<file path="src/rtl/iter_muldiv_pkg.sv">
// Shared definitions for the iterative multiply/divide unit.
//   MD_* : opcode encodings on the 3-bit op port (6 and 7 are reserved no-ops)
//   md_state_e : FSM state encoding used by iter_muldiv
package iter_muldiv_pkg;

    localparam logic [2:0] MD_MULT  = 3'd0;
    localparam logic [2:0] MD_MULTU = 3'd1;
    localparam logic [2:0] MD_DIV   = 3'd2;
    localparam logic [2:0] MD_DIVU  = 3'd3;
    localparam logic [2:0] MD_MTHI  = 3'd4;
    localparam logic [2:0] MD_MTLO  = 3'd5;

    typedef enum logic [1:0] {
        StIdle = 2'd0,
        StRun  = 2'd1,
        StFix  = 2'd2
    } md_state_e;

endpackage

</file>
<file path="src/rtl/iter_muldiv_step.sv">
// Combinational single radix-2 step of the iterative multiply/divide datapath.
// Operates on unsigned magnitudes; sign handling lives in the top module.
//   is_div     : 1 = restoring-divide step, 0 = shift-add multiply step
//   acc_hi     : multiply partial product P (low WIDTH bits) / divide remainder
//   acc_lo     : multiplier (shifted out LSB-first) / dividend-quotient register
//   opnd       : multiplicand / divisor
//   acc_hi_nxt : next acc_hi
//   acc_lo_nxt : next acc_lo
module iter_muldiv_step #(
    parameter int WIDTH = 32
) (
    input  logic             is_div,
    input  logic [WIDTH:0]   acc_hi,
    input  logic [WIDTH-1:0] acc_lo,
    input  logic [WIDTH-1:0] opnd,
    output logic [WIDTH:0]   acc_hi_nxt,
    output logic [WIDTH-1:0] acc_lo_nxt
);

    logic [WIDTH-1:0] addend;
    logic [WIDTH:0]   mul_sum;
    logic [WIDTH+1:0] rem_shift;
    logic [WIDTH+2:0] trial;
    logic             q_bit;
    logic             unused_trial_bit;

    always_comb begin
        addend    = acc_lo[0] ? opnd : '0;
        mul_sum   = {1'b0, acc_hi[WIDTH-1:0]} + {1'b0, addend};
        // Remainder shifted left with the next dividend bit; the extra top bit
        // keeps the trial subtraction's sign bit clean.
        rem_shift = {acc_hi, acc_lo[WIDTH-1]};
        trial     = {1'b0, rem_shift} - {3'b000, opnd};
        q_bit     = ~trial[WIDTH+2];

        if (is_div) begin
            acc_hi_nxt = q_bit ? trial[WIDTH:0] : rem_shift[WIDTH:0];
            acc_lo_nxt = {acc_lo[WIDTH-2:0], q_bit};
        end else begin
            // {P, multiplier} shifts right by one after the conditional add.
            acc_hi_nxt = {1'b0, mul_sum[WIDTH:1]};
            acc_lo_nxt = {mul_sum[0], acc_lo[WIDTH-1:1]};
        end
    end

    // Never set once a trial subtract succeeds: the remainder stays below the divisor.
    assign unused_trial_bit = trial[WIDTH+1];

endmodule

</file>
<file path="src/rtl/iter_muldiv.sv">
// Iterative multiply/divide unit with HI/LO result registers.
// MULT/MULTU/DIV/DIVU take WIDTH+1 cycles (WIDTH radix-2 steps + one sign-fixup
// cycle); MTHI/MTLO write HI/LO directly on the next edge.
//   clk, rst : clock (rising edge), asynchronous active-high reset
//   start    : issue op/a/b this cycle (ignored while busy)
//   op       : 0 MULT, 1 MULTU, 2 DIV, 3 DIVU, 4 MTHI, 5 MTLO, 6-7 no-op
//   a, b     : rs / rt operands, sampled only in the start cycle
//   flush    : abort the in-flight op, or suppress this cycle's start
//   busy     : op in progress (stall source for HI/LO readers)
//   done     : one-cycle pulse in the cycle HI/LO take a mul/div result
//   hi, lo   : architectural HI/LO registers
module iter_muldiv
    import iter_muldiv_pkg::*;
#(
    parameter  int WIDTH = 32,
    localparam int CNT_W = $clog2(WIDTH + 1)
) (
    input  logic             clk,
    input  logic             rst,
    input  logic             start,
    input  logic [2:0]       op,
    input  logic [WIDTH-1:0] a,
    input  logic [WIDTH-1:0] b,
    input  logic             flush,
    output logic             busy,
    output logic             done,
    output logic [WIDTH-1:0] hi,
    output logic [WIDTH-1:0] lo
);

    md_state_e state_q, state_d;

    logic [CNT_W-1:0] cnt_q;
    logic [WIDTH:0]   acc_hi_q;
    logic [WIDTH-1:0] acc_lo_q;
    logic [WIDTH-1:0] opnd_q;
    logic             is_div_q;
    logic             neg_res_q;  // negate product / quotient
    logic             neg_rem_q;  // negate remainder (dividend was negative)
    logic             div0_q;
    logic [WIDTH-1:0] hi_q, lo_q;

    logic [WIDTH:0]   acc_hi_nxt;
    logic [WIDTH-1:0] acc_lo_nxt;

    // Issue-time operand preparation
    logic             accept_md;
    logic             signed_op;
    logic             sa, sb;
    logic [WIDTH-1:0] mag_a, mag_b;

    // Result fixup
    logic [2*WIDTH-1:0] prod, prod_fix;
    logic [WIDTH-1:0]   quo, rem;
    logic [WIDTH-1:0]   fix_hi, fix_lo;

    iter_muldiv_step #(
        .WIDTH (WIDTH)
    ) u_step (
        .is_div     (is_div_q),
        .acc_hi     (acc_hi_q),
        .acc_lo     (acc_lo_q),
        .opnd       (opnd_q),
        .acc_hi_nxt (acc_hi_nxt),
        .acc_lo_nxt (acc_lo_nxt)
    );

    always_comb begin
        accept_md = start && !flush && (op <= MD_DIVU);
        signed_op = (op == MD_MULT) || (op == MD_DIV);
        sa        = signed_op && a[WIDTH-1];
        sb        = signed_op && b[WIDTH-1];
        mag_a     = sa ? (~a + 1'b1) : a;
        mag_b     = sb ? (~b + 1'b1) : b;
    end

    always_comb begin
        prod     = {acc_hi_q[WIDTH-1:0], acc_lo_q};
        prod_fix = neg_res_q ? (~prod + 1'b1) : prod;
        quo      = acc_lo_q;
        rem      = acc_hi_q[WIDTH-1:0];
        if (is_div_q) begin
            // Divide by zero yields an all-ones quotient regardless of signs; the
            // remainder magnitude is |a| and regains a's sign below.
            fix_lo = div0_q ? '1 : (neg_res_q ? (~quo + 1'b1) : quo);
            fix_hi = neg_rem_q ? (~rem + 1'b1) : rem;
        end else begin
            fix_hi = prod_fix[2*WIDTH-1:WIDTH];
            fix_lo = prod_fix[WIDTH-1:0];
        end
    end

    // FSM next state and handshake outputs
    always_comb begin
        state_d = state_q;
        busy    = 1'b0;
        done    = 1'b0;
        unique case (state_q)
            StIdle: begin
                if (accept_md) begin
                    state_d = StRun;
                end
            end
            StRun: begin
                busy = 1'b1;
                if (flush) begin
                    state_d = StIdle;
                end else if (cnt_q == CNT_W'(1)) begin
                    state_d = StFix;
                end
            end
            StFix: begin
                busy    = 1'b1;
                done    = !flush;
                state_d = StIdle;
            end
            default: state_d = StIdle;
        endcase
    end

    always_ff @(posedge clk or posedge rst) begin
        if (rst) begin
            state_q <= StIdle;
        end else begin
            state_q <= state_d;
        end
    end

    always_ff @(posedge clk or posedge rst) begin
        if (rst) begin
            cnt_q     <= '0;
            acc_hi_q  <= '0;
            acc_lo_q  <= '0;
            opnd_q    <= '0;
            is_div_q  <= 1'b0;
            neg_res_q <= 1'b0;
            neg_rem_q <= 1'b0;
            div0_q    <= 1'b0;
            hi_q      <= '0;
            lo_q      <= '0;
        end else begin
            case (state_q)
                StIdle: begin
                    if (accept_md) begin
                        cnt_q     <= CNT_W'(WIDTH);
                        acc_hi_q  <= '0;
                        is_div_q  <= op[1];
                        neg_res_q <= sa ^ sb;
                        neg_rem_q <= sa;
                        div0_q    <= (b == '0);
                        acc_lo_q  <= op[1] ? mag_a : mag_b;
                        opnd_q    <= op[1] ? mag_b : mag_a;
                    end else if (start && !flush && (op == MD_MTHI)) begin
                        hi_q <= a;
                    end else if (start && !flush && (op == MD_MTLO)) begin
                        lo_q <= a;
                    end
                end
                StRun: begin
                    if (flush) begin
                        cnt_q <= '0;
                    end else begin
                        acc_hi_q <= acc_hi_nxt;
                        acc_lo_q <= acc_lo_nxt;
                        cnt_q    <= cnt_q - CNT_W'(1);
                    end
                end
                StFix: begin
                    if (!flush) begin
                        hi_q <= fix_hi;
                        lo_q <= fix_lo;
                    end
                end
                default: ;
            endcase
        end
    end

    assign hi = hi_q;
    assign lo = lo_q;

endmodule

</file>
<file path="config.mk">
export PLATFORM = sky130hd
export DESIGN_NAME = iter_muldiv
export DESIGN_NICKNAME = d
export VERILOG_FILES = /design/src/rtl/iter_muldiv_pkg.sv /design/src/rtl/iter_muldiv_step.sv /design/src/rtl/iter_muldiv.sv
export SDC_FILE = /design/constraint.sdc
export NUM_CORES = 1
export LEC_CHECK = 0
export BUFFER_PORTS_ARGS = -buffer_cell sky130_fd_sc_hd__buf_2
export CAP_MARGIN = 30
export CELL_PAD_IN_SITES_DETAIL_PLACEMENT = 1
export CELL_PAD_IN_SITES_GLOBAL_PLACEMENT = 1
export CORE_MARGIN = 1.5
export CORE_UTILIZATION = 46
export CTS_CLUSTER_DIAMETER = 40
export DETAILED_ROUTE_END_ITERATION = 8
export PLACE_DENSITY = 0.93
export SYNTH_ARGS = -nofsm -noshare
export SYNTH_HDL_FRONTEND = slang
export SYNTH_HIERARCHICAL = 1
export SYNTH_SLANG_ARGS = --single-unit
</file>
<file path="constraint.sdc">
create_clock -name clk -period 6.6 [get_ports clk]
set_input_delay 1.32 -clock clk [delete_from_list [all_inputs] [get_ports clk]]
set_output_delay 1.32 -clock clk [all_outputs]
set_load 0.03 [all_outputs]
</file>
==> results of run 1 <==
## cell usage after synthesis (8+ instances only)
| master | n |
|---|---|
| a211oi_1 | 16 |
| a21o_1 | 39 |
| a21oi_1 | 164 |
| a221oi_1 | 8 |
| a22o_1 | 31 |
| a31oi_1 | 24 |
| and2_1 | 38 |
| and3_1 | 10 |
| buf_2 | 8 |
| clkbuf_1 | 104 |
| dfrtp_1 | 173 |
| ha_1 | 73 |
| inv_1 | 67 |
| mux2_2 | 36 |
| mux2i_1 | 61 |
| nand2_1 | 203 |
| nand2b_1 | 13 |
| nand3_1 | 30 |
| nand4_1 | 19 |
| nor2_1 | 150 |
| nor2b_1 | 15 |
| nor3_1 | 48 |
| nor3b_1 | 14 |
| nor4_1 | 34 |
| o211ai_1 | 14 |
| o21a_1 | 9 |
| o21ai_0 | 101 |
| o21ai_1 | 77 |
| o221ai_1 | 9 |
| o22ai_1 | 45 |
| o31ai_1 | 20 |
| o41ai_1 | 9 |
| or3_1 | 16 |
| xnor2_1 | 102 |
| xor2_1 | 72 |
## power by group
part | internal [W] | switching (W) | total (W)
clock | 0.000505 | 0.000537 | 0.00104
sequential | 0.00154 | 0.000897 | 0.00243
combinational | 0.00250 | 0.00409 | 0.00659
## metal layers
metal / vias to the layer above / track usage (%) / routed length, um
met4: 0 / 19.2 / 3700
met3: 229 / 8.16 / 6360
li1: 7363 / - / -
met5: - / 0 / 0
met2: 1011 / 55.1 / 28600
met1: 8361 / 46.9 / 26000
## per-stage QoR
stage	cell area (um^2)	cells	utilization [%]	total power [W]
global route	17400	2500	51.5	0.0106
CTS	17300	2497	51.4	0.00983
floorplan	15900	1986	-	0.00690
detailed placement	16700	2465	49.7	0.00872
global placement	16700	2464	49.6	0.00834
finish	17400	2500	51.5	0.0101
## sequential cells by signal (all words and copies together), names as in the netlist
name,flops
is_div_q,1
div0_q,1
state_q,2
cnt_q,6
lo,32
acc_lo_q,32
hi,32
neg_rem_q,1
acc_hi_q,33
opnd_q,32
neg_res_q,1
## cells by family after synthesis
family                     Yosys count  synth area share (%)
and+or+nand+nor                    636                  20.0
AOI/OAI and AO/OA                  640                  25.8
adders and majority gates           75                  6.01
DFF                                173                  27.3
xor gates and xnor gates           174                  9.61
buffers and inverters              191                  4.94
muxes                               97                  6.41
## critical path: stages (launching register included)
cell and delay, ns:
dfrtp_1 0.49, inv_1 0.17, ha_1 0.21, inv_1 0.07, fa_1 0.45, a211oi_2 0.26
o21bai_2 0.13, a21oi_4 0.24, o21ai_2 0.11, a211o_1 0.31, a311oi_2 0.31, o211a_1 0.51
buf_16 0.22, buf_4 0.32, mux2i_1 0.28, a21oi_1 0.10, a22o_1 0.24
## path summary, 6_finish.rpt
path	from	end	slack, ns	cells after the start
hold / removal	lo[28]	lo[28]	0.48	2
min in group asynchronous	rst	lo[18]	1.11	3
setup / recovery	acc_lo_q[31]	acc_hi_q[12]	2.04	16
hold reg to reg	lo[28]	lo[28]	0.48	2
max in group asynchronous	rst	is_div_q	4.63	3
setup reg to reg	acc_lo_q[31]	acc_hi_q[12]	2.04	16
## layout make-up
type | count | share of cell area (%)
diodes | 1 | 0.0144
flip-flops and latches | 173 | 25.0
inverters | 69 | 1.52
repair buffers | 155 | 5.02
clock inverters | 15 | 0.857
well taps | 448 | 3.23
multi-input cells | 1622 | 62.0
clock buffers | 17 | 2.45
==> results.ini, run 1 <==
[worst_setup_path]
required_ns=6.94
path_class=flip-flop to flip-flop
cp-start-kind=flip-flop
worstPathArrival_ns=4.89
critical_path.max_fanout=16
crit_path_end_kind=flip-flop

[layout]
layout-drive-gt1-share_pct=13.3
area_growth_pct=9.51
mostFrequentLayoutCell=nand2_1
multi_input_area_mm2=0.0108
final_cell_mix=203 x nand2_1, 172 x dfrtp_1, 164 x a21oi_1
fill_cells=4177
fin_nets=2184
seqCellArea_mm2=0.00433

[power]
p_leak_nw=7.81
peakVddDrop_mv=0.321
p_per_area_mw_per_mm2=580

[clocking]
clock_path_buffers=2
cts_sinks=173
cts_max_level=4
clockRootBuffer=clkbuf_16
post-cts-setup-buffers=0
clkLatencyLatePin_ns=0.47
holdBufCountCts=0
cts.clk_slew.worst_paths_ns=0.07
cts_buffers=17
cts_tree=done
ctsResizeCount=0

[drt]
vias_per_cell=6.79
drt_drc_violations_left=0
dr.pass1.iters=8
wl_per_cell_um=25.9
drtIter0Drc=1988
antenna_left=0
wl_um=64600
vias=17000

[sta]
max_freq_mhz=220
fin_ws_ns=2.04
fin_skew_ns=0.0213
grt_setup_unrepaired=no
worst_pin_slew_ns=1.06
tns_ns=0
hold_violations=0
drv_slew=0
slew_headroom_pct=29.3
fin_crit_sh_pct=69.0
period_needed_ns=4.56
whs_ns=0.484
setup_viol=0

[yosys]
synth_edf_count=0
syn_area_mm2=0.0159
synth_top_cell_by_area=dfrtp_1
synth_nets=2132
synthDistinctLibCells=96
synth_seq_cells=173
synth_top_area_share_pct=27.3
syn_inst=1986
avgSynthCellArea_um2=7.98
ys_seq_area_share_pct=27.3
synth_top_flop_cell=dfrtp_1
synthArstFlopShare_pct=100
synthTopCellsByArea=dfrtp_1 27%, ha_1 5.8%, xnor2_1 5.6%, a21oi_1 5.2%, nand2_1 4.8%
yosysWarnings=6

[worst_hold_path]
hold_path_class=flip-flop to flip-flop

[global_route]
grt_util_all_layers_pct=35.9
grt_max_degree=174
grt_pass1_vias=17000
overflow=0
antenna_found_initial=1
grt_pass1_wl_um=99400

[floorplan]
io_pins=137
core_mm2=0.0337
dieHeight_um=189
dieArea_mm2=0.0356
rows=67
die_w_um=189
initial_core_util_pct=47.1

[outcome]
status=finished, final reports clean

[placement]
pre_cts_slack_ns=1.86
dpl.hpwl_um=48500
routabilityCongestion=0.956
io_buffers=136

[job]
cap_violations=0

Note: power is estimated with default switching activity, not from simulation.
==> inputs of run 2 (changes only) <==
- CORE_UTILIZATION: 46 -> 42
- PLACE_DENSITY: 0.93 -> 0.9
- clock period: 6.6 -> 3.8 ns (I/O delays scaled with it)
==> results.ini, run 2 (synthesis gave the netlist of run 1 again) <==
[sta]
period_needed_ns=3.71
fin_skew_ns=0.0189
max_freq_mhz=270
fin_crit_sh_pct=97.5
drv_slew=0
setup_viol=0
slew_headroom_pct=34.7
hold_violations=0
whs_ns=0.395
worst_pin_slew_ns=0.979

[placement]
io_buffers=136
dpl.hpwl_um=49400
dp.cells=2568
routabilityCongestion=0.990

[worst_setup_path]
critPathBufInv=3
required_ns=4.13
path_class=flip-flop to flip-flop
cp_top_family=compound AO/OA/AOI/OAI gates
crit_top_cell=inv_1
cp-start-kind=flip-flop
critPathMaxStageDelay_ns=0.45
critical_path.max_fanout=18
slowest_stage=fa_1
worstPathArrival_ns=4.04
crit_path_end_kind=flip-flop
crit_chain=inv_1, ha_1, inv_1, fa_1, a211oi_2, o21bai_2, a21oi_4, o21ai_2, a211o_1, a311oi_4, o211a_4, buf_12, mux2i_1, mux2_2, nand2_1, o21ai_0

[power]
peakVddDrop_mv=0.446
p_leak_nw=8.05
p_per_area_mw_per_mm2=1010

[floorplan]
rows=70
initial_core_util_pct=43.0
io_pins=137
dieArea_mm2=0.0389
die_w_um=197
core_mm2=0.0369
dieHeight_um=197

[layout]
top_register=acc_hi_q
mostFrequentLayoutCell=nand2_1
n_antenna_cell=0
area_growth_pct=12.5
stdcell_count=2601
layout-drive-gt1-share_pct=15.4
fin_nets=2230
largest_register_ffs=33
final_cell_mix=203 x nand2_1, 171 x dfrtp_1, 164 x a21oi_1
utilization_pct=48.4

[clocking]
cts.clk_slew.worst_paths_ns=0.08
clkLatencyLatePin_ns=0.47
cts_tree=done
clock_path_buffers=2
cts_buffers=17
ctsResizeCount=0
holdBufCountCts=0
clockRootBuffer=clkbuf_16
cts_sinks=173
post-cts-setup-buffers=0
cts_max_level=4

[drt]
vias_per_cell=6.51
drt_drc_violations_left=0
wl_per_cell_um=25.3
vias=16900
drtIter0Drc=1724
wl_um=65800
antenna_left=0
dr.pass1.iters=6

[worst_hold_path]
hold_path_class=input port to asynchronous set/reset pin

[global_route]
grt_pass1_vias=16800
grt_max_degree=67
grt_util_all_layers_pct=33.2
antenna_found_initial=3
overflow=0
grt_pass1_wl_um=99100

[job]
cap_violations=0

[outcome]
status=finished, final reports clean

-- run 2: cell count changes in the layout (fill, tap and decap cells not counted), sizes merged --
cell / before / now
clkinvlp: 2 / 4
diode: 1 / 0
bufinv: 0 / 1
buf: 155 / 200
inv: 78 / 75
clkbuf: 17 / 18
-- run 2: layer usage --
metal  share of wire [%]  track usage [%]
met1                  42             44.5
met2                  45             51.4
met3                 8.9             7.10
met4                 4.3             14.4
met5               0.018                0
-- run 2: metrics by stage --
stage | cell area, um^2 | total power, W | worst slack (ns) | TNS [ns]
after floorplan | 15900 | 0.0120 | 0.485 | 0
after global placement | 17200 | 0.0150 | 0.226 | 0
after detailed placement | 17200 | 0.0155 | 0.0805 | 0
after CTS | 17800 | 0.0175 | 0.0519 | 0
after global routing | 17800 | 0.0189 | -0.0460 | -0.120
final | 17800 | 0.0180 | 0.0944 | 0
-- run 2: area by class of cell --
class | instances | area [um^2]
clock buffers | 17 | 425
clock inverters | 15 | 156
fillers | 4544 | 19000
inverters | 69 | 263
multi-input cells | 1622 | 10800
flip-flops and latches | 173 | 4330
well taps | 504 | 631
repair buffers | 201 | 1250
-- run 2: path summary, 6_finish.rpt --
path / from / slack (ns) / cells after the start / endpoint
worst min register to register: hi[7] / 0.48 / 1 / hi[7]
min in group clk: hi[7] / 0.48 / 1 / hi[7]
worst max-delay path: acc_lo_q[31] / 0.09 / 16 / acc_hi_q[0]
worst min-delay path: rst / 0.40 / 2 / lo[10]
worst max register to register: acc_lo_q[31] / 0.09 / 16 / acc_hi_q[0]
max in group asynchronous: rst / 2.60 / 3 / acc_hi_q[11]
-- run 2: power by group --
group / internal (W) / switching [W] / leakage (nW)
Sequential: 0.00268 / 0.00124 / 2.16
Clock: 0.000928 / 0.000910 / 0.279
Combinational: 0.00464 / 0.00761 / 5.61
-- run 2: worst reg2reg max path, stage by stage (launching register included) --
cell	delay [ns]
dfrtp_1	0.39
inv_1	0.13
ha_1	0.19
inv_1	0.06
fa_1	0.45
a211oi_2	0.23
o21bai_2	0.11
a21oi_4	0.18
o21ai_2	0.10
a211o_1	0.35
a311oi_4	0.33
o211a_4	0.25
buf_12	0.21
mux2i_1	0.13
mux2_2	0.30
nand2_1	0.07
o21ai_0	0.10
